==> config.mk <==
export PLATFORM = sky130hd
export DESIGN_NAME = cheshire_uart_dbg_target
export DESIGN_NICKNAME = d
export VERILOG_FILES = /design/src/rtl/cheshire_uart_dbg_pkg.sv /design/src/rtl/cheshire_uart_dbg_target_ser.sv /design/src/rtl/cheshire_uart_dbg_target.sv
export SDC_FILE = /design/constraint.sdc
export NUM_CORES = 1
export LEC_CHECK = 0
export BUFFER_PORTS_ARGS = -buffer_cell sky130_fd_sc_hd__buf_4
export CELL_PAD_IN_SITES_DETAIL_PLACEMENT = 1
export CELL_PAD_IN_SITES_GLOBAL_PLACEMENT = 2
export CORE_ASPECT_RATIO = 1.75
export CORE_UTILIZATION = 37
export DETAILED_ROUTE_END_ITERATION = 10
export GPL_TIMING_DRIVEN = 0
export PLACE_DENSITY_LB_ADDON = 0.1
export SLEW_MARGIN = 25
export SYNTH_ARGS = -nofsm -noshare
export SYNTH_HDL_FRONTEND = slang
export SYNTH_SLANG_ARGS = --single-unit
==> constraint.sdc <==
create_clock -name clk_i -period 5.9 [get_ports clk_i]
set_input_delay 0.59 -clock clk_i [delete_from_list [all_inputs] [get_ports clk_i]]
set_output_delay 0.59 -clock clk_i [all_outputs]
set_load 0.02 [all_outputs]
==> src/rtl/cheshire_uart_dbg_pkg.sv <==
// Shared opcodes, response bytes and FSM encoding for the UART debug preload target.
package cheshire_uart_dbg_pkg;

  localparam logic [7:0] OP_WRITE = 8'h01;
  localparam logic [7:0] OP_READ  = 8'h02;
  localparam logic [7:0] OP_PING  = 8'h03;

  localparam logic [7:0] RSP_ACK  = 8'hA5;
  localparam logic [7:0] RSP_ERR  = 8'hEE;

  localparam logic [2:0] ST_IDLE   = 3'd0;
  localparam logic [2:0] ST_ADDR   = 3'd1;
  localparam logic [2:0] ST_WDATA  = 3'd2;
  localparam logic [2:0] ST_REQ    = 3'd3;
  localparam logic [2:0] ST_WAIT_R = 3'd4;
  localparam logic [2:0] ST_RESP   = 3'd5;

  typedef enum logic [2:0] {
    IDLE   = ST_IDLE,
    ADDR   = ST_ADDR,
    WDATA  = ST_WDATA,
    REQ    = ST_REQ,
    WAIT_R = ST_WAIT_R,
    RESP   = ST_RESP
  } uart_dbg_state_e;

endpackage

==> src/rtl/cheshire_uart_dbg_target_ser.sv <==
// Response serializer: loads a word plus byte count, emits it LSB first, one byte per handshake.
// First byte valid the cycle after load; tx_data holds while valid and not ready.
module cheshire_uart_dbg_target_ser #(
  parameter int unsigned NumBytes = 4,
  parameter int unsigned LenW     = $clog2(NumBytes + 1)
) (
  input  logic                  clk,
  input  logic                  rst,
  input  logic                  load,
  input  logic [8*NumBytes-1:0] word,
  input  logic [LenW-1:0]       len,
  output logic                  valid,
  output logic [7:0]            data,
  input  logic                  ready,
  output logic                  last
);

  logic [8*NumBytes-1:0] sreg;
  logic [LenW-1:0]       left;

  assign valid = (left != '0);
  assign data  = sreg[7:0];
  assign last  = valid && ready && (left == LenW'(1));

  always_ff @(posedge clk or posedge rst) begin
    if (rst) begin
      sreg <= '0;
      left <= '0;
    end else if (load) begin
      sreg <= word;
      left <= len;
    end else if (valid && ready) begin
      sreg <= sreg >> 8;
      left <= left - LenW'(1);
    end
  end

endmodule

==> src/rtl/cheshire_uart_dbg_target.sv <==
// UART debug target: decodes read/write/ping frames into single OBI requests and answers over TX.
// Request rises 1 cycle after the last frame byte; CHESHIRE_UART_DBG_TIMEOUT_EN enables the partial-frame timeout.
module cheshire_uart_dbg_target #(
  parameter int unsigned AddrBytes     = 4,
  parameter int unsigned DataBytes     = 4,
  parameter int unsigned TimeoutCycles = 65536
) (
  input  logic                   clk_i,
  input  logic                   rst_i,
  input  logic                   rx_valid_i,
  input  logic [7:0]             rx_data_i,
  output logic                   rx_ready_o,
  output logic                   tx_valid_o,
  output logic [7:0]             tx_data_o,
  input  logic                   tx_ready_i,
  output logic                   mem_req_o,
  input  logic                   mem_gnt_i,
  output logic                   mem_we_o,
  output logic [8*AddrBytes-1:0] mem_addr_o,
  output logic [8*DataBytes-1:0] mem_wdata_o,
  output logic [DataBytes-1:0]   mem_be_o,
  input  logic                   mem_rvalid_i,
  input  logic [8*DataBytes-1:0] mem_rdata_i,
  input  logic                   mem_err_i,
  output logic                   busy_o
);

  import cheshire_uart_dbg_pkg::*;

  localparam int unsigned MaxBytes = (AddrBytes > DataBytes) ? AddrBytes : DataBytes;
  localparam int unsigned CntW     = $clog2(MaxBytes + 1);
  localparam int unsigned LenW     = $clog2(DataBytes + 1);
  localparam logic [CntW-1:0] AddrLast = CntW'(AddrBytes - 1);
  localparam logic [CntW-1:0] DataLast = CntW'(DataBytes - 1);

  uart_dbg_state_e state, state_d;
  logic [CntW-1:0] cnt;
  logic            rx_hs;
  logic            timeout;

  logic                  ser_load;
  logic [8*DataBytes-1:0] ser_word;
  logic [LenW-1:0]       ser_len;
  logic                  ser_last;

  assign rx_ready_o = (state == IDLE) || (state == ADDR) || (state == WDATA);
  assign rx_hs      = rx_valid_i && rx_ready_o;
  assign mem_req_o  = (state == REQ);
  assign mem_be_o   = '1;
  assign busy_o     = (state != IDLE);

  always_comb begin
    state_d  = state;
    ser_load = 1'b0;
    ser_word = '0;
    ser_len  = LenW'(1);
    unique case (state)
      IDLE: begin
        if (rx_hs) begin
          if (rx_data_i == OP_WRITE || rx_data_i == OP_READ) begin
            state_d = ADDR;
          end else begin
            state_d       = RESP;
            ser_load      = 1'b1;
            ser_word[7:0] = (rx_data_i == OP_PING) ? RSP_ACK : RSP_ERR;
          end
        end
      end
      ADDR: begin
        if (rx_hs && cnt == AddrLast) state_d = mem_we_o ? WDATA : REQ;
      end
      WDATA: begin
        if (rx_hs && cnt == DataLast) state_d = REQ;
      end
      REQ: begin
        if (mem_gnt_i) state_d = WAIT_R;
      end
      WAIT_R: begin
        if (mem_rvalid_i) begin
          state_d  = RESP;
          ser_load = 1'b1;
          if (mem_err_i) begin
            ser_word[7:0] = RSP_ERR;
          end else if (mem_we_o) begin
            ser_word[7:0] = RSP_ACK;
          end else begin
            ser_word = mem_rdata_i;
            ser_len  = LenW'(DataBytes);
          end
        end
      end
      RESP: begin
        if (ser_last) state_d = IDLE;
      end
      default: state_d = IDLE;
    endcase
    if (timeout) state_d = IDLE;
  end

  always_ff @(posedge clk_i or posedge rst_i) begin
    if (rst_i) begin
      state       <= IDLE;
      cnt         <= '0;
      mem_we_o    <= 1'b0;
      mem_addr_o  <= '0;
      mem_wdata_o <= '0;
    end else begin
      state <= state_d;
      if (state_d != state) cnt <= '0;
      else if (rx_hs)       cnt <= cnt + CntW'(1);
      if (state == IDLE && rx_hs) mem_we_o <= (rx_data_i == OP_WRITE);
      if (state == ADDR && rx_hs)  mem_addr_o[8*int'(cnt) +: 8]  <= rx_data_i;
      if (state == WDATA && rx_hs) mem_wdata_o[8*int'(cnt) +: 8] <= rx_data_i;
    end
  end

`ifdef CHESHIRE_UART_DBG_TIMEOUT_EN
  localparam int unsigned ToW = $clog2(TimeoutCycles + 1);
  logic [ToW-1:0] to_cnt;
  logic           in_frame;

  assign in_frame = (state == ADDR) || (state == WDATA);
  // Fires on the cycle the gap counter would reach TimeoutCycles.
  assign timeout  = in_frame && !rx_hs && (to_cnt == ToW'(TimeoutCycles - 1));

  always_ff @(posedge clk_i or posedge rst_i) begin
    if (rst_i)                           to_cnt <= '0;
    else if (!in_frame || rx_hs || timeout) to_cnt <= '0;
    else                                 to_cnt <= to_cnt + ToW'(1);
  end
`else
  logic unused_timeout_cfg;
  assign unused_timeout_cfg = ^TimeoutCycles;
  assign timeout = 1'b0;
`endif

  cheshire_uart_dbg_target_ser #(
    .NumBytes (DataBytes),
    .LenW     (LenW)
  ) i_ser (
    .clk   (clk_i),
    .rst   (rst_i),
    .load  (ser_load),
    .word  (ser_word),
    .len   (ser_len),
    .valid (tx_valid_o),
    .data  (tx_data_o),
    .ready (tx_ready_i),
    .last  (ser_last)
  );

endmodule

# [Yosys cells after proc, flatten, opt, wreduce, memory -nomap -nowiden]
# Cells that the tools add are included.
[op_classes] addsub=3 n_mul=0 n_div=0 magnitude_cmp=0 eq_ne=11 shifts=2 muxes=35 bitwise=0 n_reduce_logical=15
[op_table] operator="32-bit 2-to-1 mux" count=3
[op_table] operator="24-bit 2-to-1 mux" count=3
[op_table] operator="32-bit bitwise mux" count=2
[op_table] operator="3-bit 2-to-1 mux" count=15
[op_table] operator="6-bit negator with 33-bit output" count=1
[op_table] operator="8-bit by 33-bit variable shift with 32-bit output, first input constant" count=1
[op_table] operator="8-bit by 33-bit variable part select with 32-bit output" count=1
[op_table] operator="8-bit 2-to-1 mux" count=4
[op_table] operator="3-bit case mux with 6 select lines" count=1
[op_table] operator="8-bit by 2-bit equality test with 1-bit output, second input constant" count=2
[op_table] operator="8-bit case mux with 2 select lines" count=1
[op_table] operator="3-bit by 2-bit equality test with 1-bit output, second input constant" count=3
[op_table] operator="8-bit by 1-bit equality test with 1-bit output, second input constant" count=1
[op_table] operator="1-bit logical AND" count=7
[op_table] operator="7-bit 2-to-1 mux" count=1
[op_table] operator="3-bit by 1-bit equality test with 1-bit output, second input constant" count=2
[op_table] operator="3-bit equality test, second input constant" count=2
[op_table] operator="3-bit nonzero test" count=2
[op_table] operator="1-bit 2-to-1 mux" count=4
[op_table] operator="2-bit nonzero test" count=2
[op_table] operator="3-bit by 1-bit adder with 3-bit output, second input constant" count=1
[op_table] operator="3-bit logical NOT" count=1
[op_table] operator="1-bit logical OR" count=3
[op_table] operator="3-bit != test" count=1
[op_table] operator="2 further kinds" count=2
[word_totals] reg_bits=106 latchBits=0 ram_bits=0 rom_bits=0 inputBits=47 out_inout_bits=81 memories=0

# [Logic depth before layout (Yosys ltp)]
# Gate-level depths: netlist of run 1.
[depth] ltp_word=9 mapped_depth=7

# [Hierarchy]
# From an unflattened synthesis of run 1, not the netlist that was laid out.
[unflattened] hier_cells=508 hier_area_um2=5276.3
[modules_own_cells] module="cheshire_uart_dbg_target" n_inst=1 cells_each=339 area_per_inst_um2=3454.6 seq_area_each_um2=1776.7
[modules_own_cells] module="cheshire_uart_dbg_target_ser" n_inst=1 cells_each=169 area_per_inst_um2=1821.7 seq_area_each_um2=875.8

# [Worst setup path after synthesis of run 1]
# Ideal clock, no wire load.
[synth_path] path_type="input port to flip-flop" from="input rx_data_i[2]" to="register i_ser.sreg[0]" setup_ns=0.127 arrival_time_ns=2.112 required_ns=5.773 setup_slack_ns=3.662 path_stages=5 path_buffers=1 cell_sequence="or4_4 -> o41ai_4 -> nand3_1 -> clkbuf_1 -> a2bb2oi_1"
[synth_via] elab_chain_len=6
[synth_lines] element="start: declaration" line="cheshire_uart_dbg_target.sv:11" text="input logic [7:0] rx_data_i,"
[synth_lines] element="8-bit by 2-bit equality test with 1-bit output (tied with other cells)" line="cheshire_uart_dbg_target.sv:65" text="ser_word[7:0] = (rx_data_i == OP_PING) ? RSP_ACK : RSP_ERR;"
[synth_lines] element="7-bit 2-to-1 mux or 1-bit logical OR (tied branches)" line="cheshire_uart_dbg_target.sv:65, cheshire_uart_dbg_target.sv:60"
[synth_lines] element="8-bit 2-to-1 mux or 1-bit 2-to-1 mux (tied branches)" line="cheshire_uart_dbg_target.sv:60" text="if (rx_data_i == OP_WRITE || rx_data_i == OP_READ) begin"
[synth_lines] element="8-bit 2-to-1 mux or 1-bit 2-to-1 mux (tied branches)" line="cheshire_uart_dbg_target.sv:59" text="if (rx_hs) begin"
[synth_lines] element="8-bit case mux with 2 select lines or 1-bit case mux with 2 select lines (tied branches)" line="cheshire_uart_dbg_target.sv:57" text="unique case (state)"
[synth_lines] element="32-bit 2-to-1 mux or 2-bit nonzero test (tied branches)"
[synth_lines] element="end signal: assignment" line="cheshire_uart_dbg_target_ser.sv:30" text="sreg <= word;"
[synth_lines] element="end signal: assignment" line="cheshire_uart_dbg_target_ser.sv:33" text="sreg <= sreg >> 8;"
[synth_lines] element="end: declaration" line="cheshire_uart_dbg_target_ser.sv:18" text="logic [8*NumBytes-1:0] sreg;"
# Parallel ways exist; a longest one is shown, timed or not.
# A chain may end at the register's enable or synchronous reset.

# [Final worst setup path of run 1]
[layout_path] from="register state[1]" to="register i_ser.sreg[8]"
[layout_via] elab_chain_len=7
[layout_lines] element="start: declaration" line="cheshire_uart_dbg_target.sv:36" text="uart_dbg_state_e state, state_d;"
[layout_lines] element="start signal: assignment" line="cheshire_uart_dbg_target.sv:108" text="state <= state_d;"
[layout_lines] element="3-bit by 1-bit equality test with 1-bit output or 3-bit logical NOT (tied branches)" line="cheshire_uart_dbg_target.sv:46, cheshire_uart_dbg_target.sv:57"
[layout_lines] element="1-bit logical OR (2 in series)" line="cheshire_uart_dbg_target.sv:46" text="assign rx_ready_o = (state == IDLE) || (state == ADDR) || (state == WDATA);"
[layout_lines] element="1-bit logical AND" line="cheshire_uart_dbg_target.sv:47" text="assign rx_hs = rx_valid_i && rx_ready_o;"
[layout_lines] element="1-bit 2-to-1 mux" line="cheshire_uart_dbg_target.sv:59"
[layout_lines] element="1-bit case mux with 2 select lines" line="cheshire_uart_dbg_target.sv:57"
[layout_lines] element="32-bit 2-to-1 mux or 2-bit nonzero test (tied branches)"
# Parallel ways exist; a longest one is shown, timed or not.

==> results by group, run 1 <==
Outcome
  – Status: finished, final reports clean

Worst setup path
  – Most numerous cell on the critical path: clkbuf_1
  – Critical Path RT: 6.17 ns
  – Startpoint types: flop
  – Critical Path, Cell by Cell: clkbuf_1 -> nand4bb_1 -> nor3_1 -> clkbuf_1 -> nand2_1 -> a2bb2oi_1
  – Setup CP Type: reg2reg
  – Crit-path max cell delay: 0.75 ns
  – Slowest library cell on the worst path: nor3_1
  – WP data arrival: 2.87 ns
  – Crit-path max FO: 10
  – Crit end category: flop

Floorplan
  – Initial Util: 0.3806
  – IO Pins: 128
  – Die X-Extent: 89.43 um
  – Core Area: 0.01301 mm2
  – Die height: 155.0 um
  – Area of the die: 0.01386 mm2
  – Num rows: 55

Clock tree
  – Num Clock Sinks: 106
  – Total CTS buffers: 9
  – CTS tree: built
  – Post-CTS Hold Buffers: 0
  – Clk buf depth: 2
  – Post-CTS Setup Repair Bufs: 0
  – Post-CTS resize count: 0
  – H-tree depth: 3
  – Clk_lat worst skew: 0.35 ns
  – Clock transition at the registers of the reported paths: 0.08 ns
  – Root buffer cell: clkbuf_16

Detailed routing
  – Post-Route WL: 13.33 mm
  – Drt pass-1 iters: 4
  – Initial DRC Count: 79
  – Residual DRC: 0
  – Vias/cell: 5.170
  – Average wire per standard cell: 18.42 um
  – Final ANT Viol Nets: 0
  – Vias: 3,743

Final layout
  – Register area: 0.002653 mm2
  – Area occupied by multi-input gates: 0.002117 mm2
  – Final Net Count: 602
  – # fillers: 1,384
  – Post-route cell area: 0.006481 mm2
  – Ratio of cells with drive above 1 in the final layout: 0.4159
  – Diodes inserted: 0
  – Area delta synth->final: 30.94%

Synth
  – Synth cell types: 47
  – Top_reg_cell synth: dfrtp_1
  – Post-synth top cells: dfrtp_1, mux2_2, nand2_1
  – Seq/Total Area, Yosys: 0.5359
  – Synthesized instance count: 410
  – Yosys synthesis warning count: 0
  – Cell Area, Synth: 0.004950 mm2
  – Synth area leaders: dfrtp_1, mux2_2, a2bb2oi_1
  – Number of synthesized register bits: 106
  – Ys async rst share: 1.000
  – Syn_area_per_cell: 12.07 um2
  – Biggest area consumer among synthesized cells: dfrtp_1
  – Synth top area share: 0.5359
  – Number of synthesized flops with an enable pin: 0
  – Count leader, synth: dfrtp_1

Power
  – Switching power: 0.9524 mW
  – P_int: 1.692 mW
  – PwrDens: 408.0 mW/mm2
  – Switch share: 0.3601
  – VDD IR-drop max: 0.0002052 V
  – Leakage: 3.184 nW
  – Gate power share: 0.383
  – Clock power frac: 0.246
  – Part of the power in registers: 0.371

Place
  – Post-DP Area: 0.006148 mm2
  – IO Port Bufs: 123
  – Post-DP HPWL: 10.43 mm
  – Placer Congestion: 0.8010

GRT
  – First-pass GRT wire length: 21.62 mm
  – Vias in the first global route: 4,063
  – GRT Overall Usage: 0.2084
  – Total gr overflow: 0
  – Initial antenna violation count: 0
  – Largest net degree at the start of global routing: 78

Worst hold path
  – Type of the most critical hold path: in2async

STA
  – Slew Limit Fails: 0
  – Slew @ Worst Pin: 0.9301 ns
  – Slew margin rel.: 0.3751
  – Fmax: 0.3847 GHz
  – Final setup viols: 0
  – RSZ-0062 raised after global routing: no
  – Hold violation count in the final report: 0
  – Fin Clk Skew: 0.008449 ns
  – Tcrit/Tclk final: 0.4406
  – Post-layout minimum cycle time: 2.600 ns
  – Setup TNS: 0 ns

Job
  – Max-cap violations: 0
per-layer routing:
metal | share of wire | vias up | GRT usage | routed length (um)
met2 | 0.57 | 97 | 0.3922 | 7616
met4 | 0.019 | 0 | 0.07861 | 250
met3 | 0.036 | 21 | 0.02387 | 476
li1 | - | 1754 | - | -
met1 | 0.37 | 1871 | 0.2314 | 4989
met5 | 0 | - | 0 | 0
worst max-delay path, delay by kind of cell, from the launching register on:
family | cells | cell delay, ns
AND/OR/NAND/NOR | 3 | 1.21
buffers and inverters | 2 | 0.76
flip-flops | 1 | 0.36
AO/OA/AOI/OAI | 1 | 0.18
sequential cells by signal, summed over array words and instances, names as in the netlist:
signal / flops
cnt: 3
i_ser.left: 3
state: 3
mem_addr_o: 32
i_ser.sreg: 32
mem_we_o: 1
mem_wdata_o: 32
final cells by class:
type	count	share of cell area
buffer	32	0.02645
clock buffer	9	0.03475
clock inverter	7	0.01660
inverter	10	0.006564
multi-input combinational	265	0.3266
sequential	106	0.4093
tap	171	0.03301
timing repair buffer	124	0.1467
placed cells by master, fill, tap and decap left out, types with 9 or more instances in the layout:
cell,instances
nand2_1,36
mux2_2,64
buf_4,135
nor2_1,9
dfrtp_1,106
inv_1,9
o211ai_1,23
a21oi_1,9
and2_1,17
clkbuf_16,9
a2bb2oi_1,21
clkbuf_1,15
nor2b_1,9
cells by family after synthesis:
logic type                 count (synthesis)  synth area share
AOI/OAI and AO/OA                         83            0.1335
xor gates and xnor gates                   3          0.005309
and+or+nand+nor                          104            0.1191
buffers and inverters                     42           0.04221
DFF                                      106            0.5359
muxes                                     64            0.1456
other                                      1         0.0007576
adders and majority gates                  7           0.01769
metrics by stage:
| stage | util | std cells | hold WS (ns) | power (mW) | setup slack (ns) |
|---|---|---|---|---|---|
| CTS | 0.4983 | 724 | 0.2031 | 2.690 | 3.200 |
| global route | 0.4983 | 724 | 0.2142 | 2.815 | 3.007 |
| global placement | 0.4689 | 707 | 0.4887 | 1.985 | 1.313 |
| floorplan | - | 413 | 0.4735 | 1.676 | 2.521 |
| detailed placement | 0.4727 | 708 | 0.4924 | 2.029 | 3.166 |
| finish | 0.4983 | 724 | 0.1985 | 2.645 | 3.300 |
worst paths after layout:
path | slack [ns] | end | depth (start not counted) | startpoint
min reg2reg | 0.51 | i_ser.sreg[27]$_DFFE_PP0P_ | 1 | i_ser.sreg[27]$_DFFE_PP0P_
max reg2reg | 3.30 | i_ser.sreg[8]$_DFFE_PP0P_ | 6 | state[1]$_DFF_PP0_
min in group clk_i | 0.45 | i_ser.sreg[27]$_DFFE_PP0P_ | 2 | mem_rdata_i[27]
max | 3.30 | i_ser.sreg[8]$_DFFE_PP0P_ | 6 | state[1]$_DFF_PP0_
min | 0.20 | mem_wdata_o[5]$_DFFE_PP0P_ | 2 | rst_i
max in group asynchronous | 5.02 | mem_addr_o[28]$_DFFE_PP0P_ | 3 | rst_i
power by group through the flow:
stage | Sequential, mW | Clock [mW] | Combinational (mW)
final | 0.982 | 0.650 | 1.01
after floorplan | 1.01 | 0 | 0.663
after global placement | 0.990 | 0 | 0.995
after global routing | 1.00 | 0.692 | 1.12
after detailed placement | 0.998 | 0 | 1.03
after CTS | 0.985 | 0.670 | 1.04
Power figures use the tool's default switching activity.
==> run 2, diff against run 1 <==
--- a/config.mk
+++ b/config.mk
@@ -9,7 +9,7 @@
 export CELL_PAD_IN_SITES_DETAIL_PLACEMENT = 1
 export CELL_PAD_IN_SITES_GLOBAL_PLACEMENT = 2
 export CORE_ASPECT_RATIO = 1.75
-export CORE_UTILIZATION = 37
+export CORE_UTILIZATION = 34
 export DETAILED_ROUTE_END_ITERATION = 10
 export GPL_TIMING_DRIVEN = 0
 export PLACE_DENSITY_LB_ADDON = 0.1
==> constraint.sdc (replaced) <==
create_clock -name clk_i -period 2.55 [get_ports clk_i]
set_input_delay 0.255 -clock clk_i [delete_from_list [all_inputs] [get_ports clk_i]]
set_output_delay 0.255 -clock clk_i [all_outputs]
set_load 0.02 [all_outputs]
==> results by group, run 2 (synthesized netlist as in run 1, its figures left out) <==
Outcome
  – Status: finished, final reports clean

Worst setup path
  – Worst Reg-to-Reg Cells: 6 (unchanged)
  – Crit end category: flop
  – Reg2Reg Setup Slack: 0.18 ns (-3.12 ns)
  – WP data arrival: 2.64 ns (-0.23 ns)
  – Setup CP Type: reg2reg
  – Reg2reg start: state[1]$_DFF_PP0_
  – Slowest library cell on the worst path: clkbuf_1
  – Critical Path, Cell by Cell: clkbuf_1 -> nand4bb_1 -> clkbuf_1 -> clkbuf_1 -> o211ai_1 -> a2bb2oi_1
  – Setup crit end: i_ser.sreg[15]$_DFFE_PP0P_
  – Critical Path RT: 2.82 ns (-3.35 ns)
  – Crit-path max cell delay: 0.46 ns (-0.29 ns)
  – Crit. Startpoint: state[1]$_DFF_PP0_
  – Terminus of the critical flop-to-flop path: i_ser.sreg[15]$_DFFE_PP0P_
  – CP bufs+invs: 3 (+1)
  – Most numerous cell on the critical path: clkbuf_1
  – Crit path depth: 6 (unchanged)
  – CP delay by family, top: buffers and inverters
  – Crit-path max FO: 10 (unchanged)
  – Startpoint types: flop

Detailed routing
  – Final ANT Viol Nets: 0 (unchanged)
  – Residual DRC: 0 (unchanged)
  – Vias: 3,836 (+2.5%)
  – Average wire per standard cell: 19.10 um (+3.7%)
  – Post-Route WL: 14.13 mm (+6.0%)
  – Vias/cell: 5.184 (+0.27%)
  – Initial DRC Count: 64 (-19%)
  – Drt pass-1 iters: 6 (+2)

Clock tree
  – Clock transition at the registers of the reported paths: 0.08 ns (about the same)
  – Total CTS buffers: 9 (unchanged)
  – H-tree depth: 3 (unchanged)
  – Root buffer cell: clkbuf_16
  – Clk_lat worst skew: 0.35 ns (about the same)
  – Num Clock Sinks: 106 (unchanged)
  – Clk buf depth: 2 (unchanged)
  – CTS tree: built

GRT
  – Total gr overflow: 0 (unchanged)
  – Vias in the first global route: 4,311 (+6.1%)
  – Largest net degree at the start of global routing: 30 (-62%)
  – Initial antenna violation count: 0 (unchanged)
  – First-pass GRT wire length: 22.98 mm (+6.3%)
  – GRT Overall Usage: 0.1992 (-0.009195)

Final layout
  – Most common cell after layout, fill and taps aside: buf_4
  – Post-route cell area: 0.006583 mm2 (+1.6%)
  – Most frequent cells in the layout: buf_4, dfrtp_1, mux2_2
  – Non-Filler Instances: 740 (+2.2%)
  – Register area: 0.002653 mm2 (unchanged)
  – Ratio of cells with drive above 1 in the final layout: 0.4250 (+0.009087)
  – Area delta synth->final: 32.99%
  – Area occupied by multi-input gates: 0.002137 mm2 (+0.95%)
  – Diodes inserted: 0 (unchanged)
  – # fillers: 1,556 (+12%)
  – Biggest regs: i_ser.sreg x32, mem_addr_o x32, mem_wdata_o x32
  – Final Net Count: 609 (+1.2%)

STA
  – Post-layout minimum cycle time: 2.372 ns (-0.2274 ns)
  – Fin Clk Skew: 0.01028 ns (+0.001829 ns)
  – Fmax: 0.4215 GHz (+9.6%)
  – Slew Limit Fails: 0 (unchanged)
  – Final setup viols: 0 (unchanged)
  – Slew margin rel.: 0.5271 (+0.1519)
  – Tcrit/Tclk final: 0.9303 (+0.4897)
  – Hold slack: 0.1185 ns (-0.07995 ns)
  – RSZ-0062 raised after global routing: no
  – Hold violation count in the final report: 0 (unchanged)
  – Slew @ Worst Pin: 0.7055 ns (-0.2246 ns)
  – Setup TNS: 0 ns (unchanged)

Floorplan
  – Core Area: 0.01430 mm2 (+9.9%)
  – Area of the die: 0.01506 mm2 (+8.7%)
  – Die height: 161.6 um (+4.3%)
  – Num rows: 58 (+5.5%)
  – Die X-Extent: 93.21 um (+4.2%)
  – Initial Util: 0.3462 (-0.03434)
  – IO Pins: 128 (unchanged)

Worst hold path
  – Worst Min Path Start: mem_rdata_i[28]
  – Type of the most critical hold path: in2reg

Place
  – Placed cell count: 719 (+1.6%)
  – Placer Congestion: 0.8405 (+4.9%)
  – IO Port Bufs: 123 (unchanged)
  – Post-DP HPWL: 11.27 mm (+8.1%)
  – Post-DP Area: 0.006196 mm2 (+0.77%)

Power
  – Leakage: 3.217 nW (+1.0%)
  – Overall power: 6.059 mW (+130%)
  – VDD IR-drop max: 0.0005108 V (+150%)
  – PwrDens: 920.5 mW/mm2 (+130%)

Job
  – Max-cap violations: 0 (unchanged)
## run 2: cell type report
cell class	count	area share
timing repair buffer	131	0.1593
clock buffer	9	0.03421
clock inverter	7	0.01216
inverter	10	0.006273
buffer	32	0.02623
multi-input combinational	265	0.3247
sequential	106	0.4030
tap	180	0.03421
## run 2: worst reg2reg max path, cell delays in order, from the launching register on
cell,delay (ns)
dfrtp_1,0.33
clkbuf_1,0.43
nand4bb_1,0.32
clkbuf_1,0.38
clkbuf_1,0.46
o211ai_1,0.20
a2bb2oi_1,0.19
## run 2: per-layer routing
| layer | track usage | vias up | routed length, um |
|---|---|---|---|
| met5 | 0 | - | 0 |
| met4 | 0.05385 | 0 | 196 |
| met1 | 0.2111 | 1959 | 5189 |
| met2 | 0.3954 | 91 | 8281 |
| met3 | 0.02919 | 12 | 467 |
| li1 | - | 1774 | - |
## run 2: per-stage QoR
stage / setup slack [ns] / utilization
floorplan: 0.3543 / -
global placement: -0.2147 / 0.4276
detailed placement: -0.09085 / 0.4334
CTS: 0.01098 / 0.4565
global route: 0.002177 / 0.4604
finish: 0.1777 / 0.4604
## run 2: report_power, final
part           switching, mW  internal (mW)
Sequential             0.237           2.04
Clock                  0.700          0.701
Combinational           1.30           1.08
## run 2: worst min-delay path by stage
stage	to	slack, ns	cells after the start
final	i_ser.sreg[28]$_DFFE_PP0P_	0.12	2
after global placement	i_ser.sreg[30]$_DFFE_PP0P_	0.47	2
after floorplan	i_ser.sreg[24]$_DFFE_PP0P_	0.39	1
after global routing	i_ser.sreg[29]$_DFFE_PP0P_	0.13	2
after detailed placement	mem_addr_o[18]$_DFFE_PP0P_	0.34	2
after CTS	i_ser.sreg[28]$_DFFE_PP0P_	0.11	2
## run 2: timing repair
action | in CTS | in global routing
setup buffers | 2 | 2
setup endpoints to repair | 24 | 31
gates resized for setup | 0 | 4
hold buffers | 1 | 0
hold endpoints to repair | 21 | 0
pin swaps | 3 | 2
